File: src/rtl/timer_regs_pkg.sv
// Shared register map, CTRL bit positions and byte-lane helpers for the timer block.
// Pure declarations; no timing or flow control of its own.
package timer_regs_pkg;

  localparam int REG_W = 32;

  // Word indices (usr_addr[7:2]) and the matching byte offsets
  localparam logic [5:0] IDX_CTRL     = 6'h00;
  localparam logic [5:0] IDX_STATUS   = 6'h01;
  localparam logic [5:0] IDX_COUNT_LO = 6'h02;
  localparam logic [5:0] IDX_COUNT_HI = 6'h03;
  localparam logic [5:0] IDX_CMP_LO   = 6'h04;
  localparam logic [5:0] IDX_CMP_HI   = 6'h05;

  localparam logic [7:0] OFF_CTRL     = {IDX_CTRL, 2'b00};
  localparam logic [7:0] OFF_STATUS   = {IDX_STATUS, 2'b00};
  localparam logic [7:0] OFF_COUNT_LO = {IDX_COUNT_LO, 2'b00};
  localparam logic [7:0] OFF_COUNT_HI = {IDX_COUNT_HI, 2'b00};
  localparam logic [7:0] OFF_CMP_LO   = {IDX_CMP_LO, 2'b00};
  localparam logic [7:0] OFF_CMP_HI   = {IDX_CMP_HI, 2'b00};

  localparam int CTRL_EN_BIT          = 0;
  localparam int CTRL_IRQ_EN_BIT      = 1;
  localparam int CTRL_AUTO_RELOAD_BIT = 2;
  localparam int CTRL_PRESCALE_LSB    = 8;
  localparam int STATUS_MATCH_BIT     = 0;

  typedef struct packed {
    logic [7:0] prescale;
    logic       auto_reload;
    logic       irq_en;
    logic       en;
  } ctrl_t;

  function automatic logic [REG_W-1:0] apply_wstrb(input logic [REG_W-1:0] old_val,
                                                   input logic [REG_W-1:0] wdata,
                                                   input logic [3:0]       strb);
    logic [REG_W-1:0] res;
    res = old_val;
    for (int b = 0; b < 4; b++) begin
      if (strb[b]) res[8*b +: 8] = wdata[8*b +: 8];
    end
    return res;
  endfunction

  function automatic logic [REG_W-1:0] ctrl_to_word(input ctrl_t c);
    logic [REG_W-1:0] w;
    w = '0;
    w[CTRL_EN_BIT]                  = c.en;
    w[CTRL_IRQ_EN_BIT]              = c.irq_en;
    w[CTRL_AUTO_RELOAD_BIT]         = c.auto_reload;
    w[CTRL_PRESCALE_LSB +: 8]       = c.prescale;
    return w;
  endfunction

endpackage

File: src/rtl/timer_prescaler.sv
// Prescale divider: tick is high for one cycle every prescale+1 enabled cycles.
// Tick is combinational from the counter state; no backpressure, holds at 0 while disabled.
module timer_prescaler (
  input  logic       clk,
  input  logic       rst,
  input  logic       en,
  input  logic [7:0] prescale,
  output logic       tick
);

  logic [7:0] cnt;

  assign tick = en && (cnt == prescale);

  // >= also recovers cleanly if prescale is lowered below the running count
  always_ff @(posedge clk) begin
    if (rst || !en) begin
      cnt <= 8'd0;
    end else if (cnt >= prescale) begin
      cnt <= 8'd0;
    end else begin
      cnt <= cnt + 8'd1;
    end
  end

endmodule

File: src/rtl/timer_regs.sv
// 64-bit prescaled timer with compare/match interrupt behind a simple register port.
// Reads are zero-latency combinational, writes land on the usr_wen edge; no backpressure.
module timer_regs
  import timer_regs_pkg::*;
#(
  parameter int ADDR_WIDTH = 32,
  parameter int DATA_WIDTH = 32
) (
  input  logic                    clk,
  input  logic                    rst,
  input  logic [ADDR_WIDTH-1:0]   usr_addr,
  input  logic [DATA_WIDTH-1:0]   usr_wdata,
  input  logic [DATA_WIDTH/8-1:0] usr_wstrb,
  input  logic                    usr_wen,
  input  logic                    usr_ren,
  output logic [DATA_WIDTH-1:0]   usr_rdata,
  output logic                    irq
);

  logic [5:0]  idx;
  logic        unused_addr;
  ctrl_t       ctrl;
  logic        match;
  logic [63:0] count;
  logic [63:0] cmp;
  logic [31:0] shadow_hi;
  logic        tick;

  logic        cnt_hit;
  logic        match_clr;
  logic [63:0] tick_val;
  logic [31:0] lo_nxt;
  logic [31:0] hi_nxt;

  assign idx         = usr_addr[7:2];
  assign unused_addr = ^{usr_addr[ADDR_WIDTH-1:8], usr_addr[1:0]};

  timer_prescaler u_prescaler (
    .clk      (clk),
    .rst      (rst),
    .en       (ctrl.en),
    .prescale (ctrl.prescale),
    .tick     (tick)
  );

  assign cnt_hit   = (count == cmp);
  assign match_clr = usr_wen && (idx == IDX_STATUS) &&
                     usr_wstrb[0] && usr_wdata[STATUS_MATCH_BIT];
  assign irq       = match & ctrl.irq_en;

  // A bus write to one count half overrides its tick update; the other half still advances
  always_comb begin
    tick_val = (ctrl.auto_reload && cnt_hit) ? 64'd0 : count + 64'd1;
    lo_nxt   = tick ? tick_val[31:0]  : count[31:0];
    hi_nxt   = tick ? tick_val[63:32] : count[63:32];
    if (usr_wen && (idx == IDX_COUNT_LO)) lo_nxt = apply_wstrb(count[31:0], usr_wdata, usr_wstrb);
    if (usr_wen && (idx == IDX_COUNT_HI)) hi_nxt = apply_wstrb(count[63:32], usr_wdata, usr_wstrb);
  end

  always_ff @(posedge clk) begin
    if (rst) begin
      ctrl      <= '0;
      match     <= 1'b0;
      count     <= 64'd0;
      cmp       <= '1;
      shadow_hi <= 32'd0;
    end else begin
      if (usr_wen && (idx == IDX_CTRL)) begin
        if (usr_wstrb[0]) begin
          ctrl.en          <= usr_wdata[CTRL_EN_BIT];
          ctrl.irq_en      <= usr_wdata[CTRL_IRQ_EN_BIT];
          ctrl.auto_reload <= usr_wdata[CTRL_AUTO_RELOAD_BIT];
        end
        if (usr_wstrb[1]) ctrl.prescale <= usr_wdata[CTRL_PRESCALE_LSB +: 8];
      end
      if (usr_wen && (idx == IDX_CMP_LO)) cmp[31:0]  <= apply_wstrb(cmp[31:0], usr_wdata, usr_wstrb);
      if (usr_wen && (idx == IDX_CMP_HI)) cmp[63:32] <= apply_wstrb(cmp[63:32], usr_wdata, usr_wstrb);
      count <= {hi_nxt, lo_nxt};
      match <= (tick && cnt_hit) || (match && !match_clr);
      // Reading LO freezes HI so a following HI read pairs with it across carries
      if (usr_ren && (idx == IDX_COUNT_LO)) shadow_hi <= count[63:32];
    end
  end

  always_comb begin
    usr_rdata = '0;
    case (idx)
      IDX_CTRL:     usr_rdata = ctrl_to_word(ctrl);
      IDX_STATUS:   usr_rdata[STATUS_MATCH_BIT] = match;
      IDX_COUNT_LO: usr_rdata = count[31:0];
      IDX_COUNT_HI: usr_rdata = shadow_hi;
      IDX_CMP_LO:   usr_rdata = cmp[31:0];
      IDX_CMP_HI:   usr_rdata = cmp[63:32];
      default:      usr_rdata = '0;
    endcase
  end

endmodule

File: config.mk
export PLATFORM = sky130hd
export DESIGN_NAME = timer_regs
export DESIGN_NICKNAME = d
export VERILOG_FILES = /design/src/rtl/timer_regs_pkg.sv /design/src/rtl/timer_prescaler.sv /design/src/rtl/timer_regs.sv
export SDC_FILE = /design/constraint.sdc
export NUM_CORES = 1
export LEC_CHECK = 0
export CORE_UTILIZATION = 57
export DETAILED_ROUTE_END_ITERATION = 10
export HOLD_SLACK_MARGIN = 0.06
export PLACE_DENSITY = 0.84
export SKIP_LAST_GASP = 1
export SLEW_MARGIN = 20
export SYNTH_ARGS = -nofsm -noshare
export SYNTH_HDL_FRONTEND = slang
export SYNTH_SLANG_ARGS = --single-unit
export TNS_END_PERCENT = 100
File: constraint.sdc
create_clock -name clk -period 2.73 [get_ports clk]
set_input_delay 0.273 -clock clk [delete_from_list [all_inputs] [get_ports clk]]
set_output_delay 0.273 -clock clk [all_outputs]
set_load 0.01 [all_outputs]
==> results of run 1 <==
==> through the flow <==
stage                     total power [W]  instance area [µm²]  setup WS, ps
final                             0.00570                13500          81.1
after global routing              0.00585                13500          5.40
after global placement            0.00328                12900         -6.46
after floorplan                   0.00302                11000           454
after CTS                         0.00568                13500          8.10
after detailed placement          0.00328                12900         -48.7
==> registers in the layout (all words and copies together), names as in the netlist <==
signal	count
cmp	64
count	64
shadow_hi	32
ctrl	11
u_prescaler.cnt	8
match	1
==> worst register-to-register path: stages, from the launching register on <==
cell	delay, ps
dfxtp_1	430
xor2_1	490
nor4_1	180
nand4_1	200
nor4_2	60
buf_4	170
a21oi_1	180
buf_4	210
or4b_1	450
a31oi_1	170
==> cell families after synthesis <==
group	count (synthesis)	share of synthesized area, %
compound gates	358	21.3
buf+inv	141	5.43
xor+xnor	80	6.38
flops	180	32.8
mux	59	5.44
simple gates	581	27.5
fa+ha+maj	10	1.14
==> placed cells by master, fill, tap and decap left out, types with 27 or more instances in the layout <==
master,instances
clkdlybuf4s50_1,76
nor4_1,32
a211o_1,49
buf_4,153
a21oi_1,107
nand3_1,76
o21ai_0,52
mux2i_1,53
nor2_1,71
nand2_1,187
and3_1,69
nor3_1,27
dfxtp_1,180
nand4_1,28
xor2_1,70
==> layout make-up <==
class	count	area, µm²	share of cell area, %
inverter	20	75.1	0.555
tap	234	293	2.16
clock buffer	22	484	3.58
multi-input combinational	1088	6850	50.7
clock inverter	10	87.6	0.648
timing repair buffer	240	2130	15.7
sequential	180	3600	26.6
==> routing by layer <==
layer	track usage (%)	vias up	routed length, µm
met4	19.2	0	2020
met2	66.8	854	18800
li1	-	5452	-
met5	0	-	0
met1	55.1	5858	16200
met3	9.71	144	4650
==> power by group through the flow <==
stage	sequential, W	clock (W)	combinational, W
after CTS	0.00270	0.00245	0.000528
after floorplan	0.00273	0	0.000286
after detailed placement	0.00276	0	0.000524
final	0.00270	0.00245	0.000549
after global placement	0.00276	0	0.000518
after global routing	0.00270	0.00258	0.000573
==> what timing repair did <==
item / in CTS / in global routing
setup endpoints to repair: 8 / 44
endpoints found under the hold margin: 0 / 0
gates resized for setup: 1 / 7
==> worst paths after layout <==
path,to,slack [ps],depth (start not counted)
max,usr_rdata[12],80,8
min,shadow_hi[3],230,2
min reg2reg,shadow_hi[19],460,2
max reg2reg,count[59],110,9
==> key figures, run 1 <==
Setup path
  • Required time at the worst-slack endpoint: 2460 ps
  • Worst Setup SP: usr_addr[7]
  • Launch point of the worst reg-to-reg path: cmp[60]
  • Startpoint Class: primary input
  • Worst Path Max Fanout: 5
  • Slowest stage cell, crit path: clkdlybuf4s50_1
  • Most frequent CP cell: clkdlybuf4s50_1
  • Worst setup EP type: primary output
  • Arr. time, crit path: 2380 ps
  • Top delay family on crit path: buffers and inverters
  • CP Buf/Inv Count: 3
  • Crit Path Class: primary input to primary output
  • CP max stage delay: 560 ps
  • CP Cell Sequence: clkdlybuf4s50_1, or3_4, nor2_4, and2_4, buf_4, a22oi_1, a21oi_1, clkdlybuf4s50_1

Placed design
  • IO Port Bufs: 78
  • HPWL Detailed: 30500 µm
  • DP Cell Count: 1762
  • GPL Wtd Cong: 1.04

Yosys
  • Warnings, synthesis: 0
  • Yosys reg bits: 180
  • Post-synthesis instance total: 1409
  • Yosys top cell area share: 32.8%
  • Yosys top cell by area: dfxtp_1
  • Top_reg_cell synth: dfxtp_1
  • Post-synth cell types: 75
  • Post-synth EDFFs: 0
  • Post-synthesis area per instance: 7.80 µm²
  • Top post-synthesis cells by count: nand2_1, dfxtp_1, a21oi_1
  • Sequential share of the synthesized area: 32.8%
  • Top post-synthesis cells by area: dfxtp_1, nand2_1, xor2_1
  • Syn nets: 1491
  • Post-synthesis instance area: 11000 µm²
  • Post-synth ARST share: 0%
  • Most common cell in the netlist: nand2_1

GRT
  • Largest net degree at the start of global routing: 68
  • GRT Total Usage: 42.3%
  • Grt ovf: 0
  • Antenna violations before repair: 0
  • First-pass GRT wire length: 64500 µm
  • Vias in the first global route: 11475

STA
  • Setup TNS: 0 ps
  • Fin crit period: 2650 ps
  • Fin. max-slew vios: 0
  • Final setup vio count: 0
  • Max Clk Rate: 378 MHz
  • Worst Skew: 12.9 ps
  • Slew @ Worst Pin: 800 ps
  • RSZ-0062 raised after global routing: false
  • Slew margin rel.: 46.5%
  • WHS: 230 ps
  • Tcrit/Tclk final: 97.0%
  • Fin. Hold Viols: 0

Pwr
  • Maximum VDD drop: 393 µV
  • Pint: 0.00417 W
  • Power share of the sequential group: 47.4%
  • Leakage: 5.15 nW
  • Power Dens Cells: 422 nW/µm²
  • Comb power frac: 9.6%
  • Switching share of total power: 26.8%
  • Clock Power Share: 43.0%
  • Switch Pwr: 0.00153 W

Clock network
  • Reg clk slew, reported paths: 70 ps
  • Hold Buf Count CTS: 0
  • CTS tree: built
  • Clk buf depth: 2
  • Sink Count: 180
  • CTS buffer count: 17
  • # H-tree levels: 4
  • Post-CTS setup buffers: 0
  • CTS root buf: clkbuf_16
  • Clk_lat worst skew: 440 ps

Drt
  • Violation count after the first detailed-route iteration: 1983
  • Final WL: 41600 µm
  • DRC: 0
  • Vias post-DR: 12308
  • Post-DRT Antenna Nets: 0
  • Initial DRT Pass Iterations: 8
  • Via-to-Cell Ratio: 6.86
  • Drt wl/cell: 23.2 µm

Finish
  • Fraction of layout instances using a drive strength above 1: 15.1%
  • Nets: 1629
  • Core Util, Final: 72.1%
  • Antenna Diode Count: 0
  • Non-filler cells, final: 1794
  • Fillcell total: 1552
  • P&R area growth vs syn: 23.1%

Outcome
  • Run status: completed

Die
  • Starting Density: 58.5%
  • Core ar.: 18800 µm²
  • Die Height: 141 µm
  • Ports: 105
  • DIE WIDTH: 141 µm
  • Cell Rows: 50
  • Total die area: 19800 µm²

Flow run
  • Max-Cap Viols: 0

Min path
  • Hold path startpoint: rst
  • Hold/Removal Path Class: primary input to flip-flop
No activity file was read; power rests on OpenSTA's default activity.
==> inputs of run 2 (changes only) <==
--- a/config.mk
+++ b/config.mk
@@ -9,6 +9,7 @@
 export DETAILED_ROUTE_END_ITERATION = 10
 export HOLD_SLACK_MARGIN = 0.06
 export PLACE_DENSITY = 0.84
+export RECOVER_POWER = 100
 export SKIP_LAST_GASP = 1
 export SLEW_MARGIN = 20
 export SYNTH_ARGS = -nofsm -noshare
==> run 2 against run 1 <==
- core utilization is 0.41 points lower
- clock-buffer cell count is the same
- total power grew 0.16%
- hold slack barely moved
==> key figures, run 2 (synthesis gave the netlist of run 1 again) <==
Setup path
  • CP max stage delay: 580 ps (was 560 ps)
  • Worst setup EP type: primary output (unchanged)
  • Crit Path Class: primary input to primary output (unchanged)
  • Launch point of the worst reg-to-reg path: count[3] (was cmp[60])
  • Worst Setup SP: usr_addr[7] (unchanged)
  • Slowest stage cell, crit path: clkdlybuf4s50_1 (unchanged)
  • Most frequent CP cell: clkdlybuf4s50_1 (unchanged)
  • Arr. time, crit path: 2390 ps (was 2380 ps)
  • Startpoint Class: primary input (unchanged)
  • Top delay family on crit path: buffers and inverters (unchanged)
  • Required time at the worst-slack endpoint: 2460 ps (about the same)
  • CP Buf/Inv Count: 3 (unchanged)
  • CP Cell Sequence: clkdlybuf4s50_1, or3_4, or2_0, buf_12, o22ai_1, clkdlybuf4s50_1 (was clkdlybuf4s50_1, or3_4, nor2_4, and2_4, buf_4, a22oi_1, a21oi_1, clkdlybuf4s50_1)
  • Worst Path Max Fanout: 22 (was 5)

Placed design
  • GPL Wtd Cong: 1.04 (unchanged)
  • Pre-CTS setup slack: -48.7 ps (unchanged)
  • HPWL Detailed: 30500 µm (unchanged)
  • IO Port Bufs: 78 (unchanged)
  • DP Cell Count: 1762 (unchanged)

STA
  • Worst Skew: 14.5 ps (was 12.9 ps)
  • Fin. Hold Viols: 0 (unchanged)
  • Fin crit period: 2660 ps (was 2650 ps)
  • WHS: 230 ps (about the same)
  • Setup slack after layout: 69.7 ps (was 81.1 ps)
  • Final setup vio count: 0 (unchanged)
  • Slew margin rel.: 46.8% (was 46.5%)
  • RSZ-0062 raised after global routing: false (unchanged)
  • Fin. max-slew vios: 0 (unchanged)
  • Tcrit/Tclk final: 97.4% (was 97.0%)
  • Slew @ Worst Pin: 795 ps (was 800 ps)
  • Max Clk Rate: 376 MHz (was 378 MHz)

Drt
  • Drt wl/cell: 23.1 µm (was 23.2 µm)
  • Post-DRT Antenna Nets: 0 (unchanged)
  • Violation count after the first detailed-route iteration: 1998 (was 1983)
  • Initial DRT Pass Iterations: 6 (was 8)
  • Via-to-Cell Ratio: 6.83 (was 6.86)
  • Vias post-DR: 12249 (was 12308)
  • Final WL: 41500 µm (was 41600 µm)
  • DRC: 0 (unchanged)

Finish
  • Antenna Diode Count: 0 (unchanged)
  • P&R area growth vs syn: 22.4% (was 23.1%)
  • Most common cell after layout, fill and taps aside: nand2_1 (unchanged)
  • Commonest cells after routing, fill and taps aside: nand2_1, dfxtp_1, buf_4, a21oi_1, nand3_1 (was nand2_1, dfxtp_1, buf_4, a21oi_1)
  • Core Util, Final: 71.7% (was 72.1%)
  • Non-filler cells, final: 1794 (unchanged)
  • Biggest regs: cmp x64, count x64, shadow_hi x32 (unchanged)
  • Nets: 1629 (unchanged)
  • Fraction of layout instances using a drive strength above 1: 14.2% (was 15.1%)

Die
  • Total die area: 19800 µm² (unchanged)
  • Ports: 105 (unchanged)
  • Starting Density: 58.5% (unchanged)
  • Die Height: 141 µm (unchanged)
  • Core ar.: 18800 µm² (unchanged)
  • Cell Rows: 50 (unchanged)
  • DIE WIDTH: 141 µm (unchanged)

Outcome
  • Run status: completed (unchanged)

Pwr
  • Power Dens Cells: 425 nW/µm² (was 422 nW/µm²)
  • Maximum VDD drop: 401 µV (was 393 µV)
  • Total Power: 0.00571 W (was 0.00570 W)
  • Leakage: 5.16 nW (was 5.15 nW)

GRT
  • Antenna violations before repair: 0 (unchanged)
  • GRT Total Usage: 42.3% (unchanged)
  • Largest net degree at the start of global routing: 68 (unchanged)
  • Vias in the first global route: 11475 (unchanged)
  • Grt ovf: 0 (unchanged)
  • First-pass GRT wire length: 64500 µm (unchanged)

Flow run
  • Max-Cap Viols: 0 (unchanged)

Clock network
  • CTS buffer count: 17 (unchanged)
  • Hold Buf Count CTS: 0 (unchanged)
  • # H-tree levels: 4 (unchanged)
  • Sink Count: 180 (unchanged)
  • CTS root buf: clkbuf_16 (unchanged)
  • Clk_lat worst skew: 450 ps (was 440 ps)
  • Post-CTS setup buffers: 0 (unchanged)
  • Clk buf depth: 2 (unchanged)
  • CTS tree: built (unchanged)
  • Reg clk slew, reported paths: 70 ps (about the same)

Min path
  • Hold/Removal Path Class: primary input to flip-flop (unchanged)
  • Hold path startpoint: rst (unchanged)
==> run 2: changes by cell type in the layout (fill, tap and decap cells not counted), sizes merged <==
cell / delta
buf: -18
clkbuf: +18
clkdlybuf4s50: -17
dlygate4sd3: +17
==> run 2: report_power, final <==
group / switching [W] / leakage (nW) / internal (W) / total [W]
registers: 0.0000459 / 1.45 / 0.00266 / 0.00270
logic: 0.000316 / 3.43 / 0.000229 / 0.000545
clock network: 0.00118 / 0.276 / 0.00129 / 0.00247
total: 0.00154 / 5.16 / 0.00417 / 0.00571
==> run 2: layer usage <==
metal  share of wire (%)  wire, µm  global-route usage (%)
met5                   0         0                       0
met4                 4.3      1790                    19.2
met3                  11      4450                    9.71
met2                  45     18900                    66.8
met1                  39     16400                    55.1
==> run 2: area by class of cell <==
cell class	instances	area, µm²
multi-input cells	1088	6840
clock inverters	10	87.6
repair buffers	240	2060
inverters	20	75.1
clock buffers	22	484
flip-flops and latches	180	3600
well taps	234	293
fillers	1573	5320
==> run 2: path summary, 6_finish.rpt <==
| path | endpoint | slack, ps | depth (start not counted) |
|---|---|---|---|
| worst max-delay path | usr_rdata[25] | 70 | 6 |
| worst min-delay path | shadow_hi[3] | 230 | 2 |
| worst max register to register | count[13] | 110 | 9 |
| worst min register to register | shadow_hi[19] | 460 | 2 |
==> run 2: repair_timing <==
action / CTS / global route
pin swaps: 0 / 0
endpoints found under the setup margin: 8 / 44
gates resized for setup: 1 / 7
endpoints found under the hold margin: 0 / 0
cloned: 0 / 0
==> run 2: through the flow <==
step | setup TNS, ps | cell area [µm²]
5_1_grt | 0 | 13400
2_1_floorplan | 0 | 11000
3_3_place_gp | -12.8 | 12900
4_1_cts | 0 | 13500
6_report | 0 | 13400
3_5_place_dp | -291 | 12900
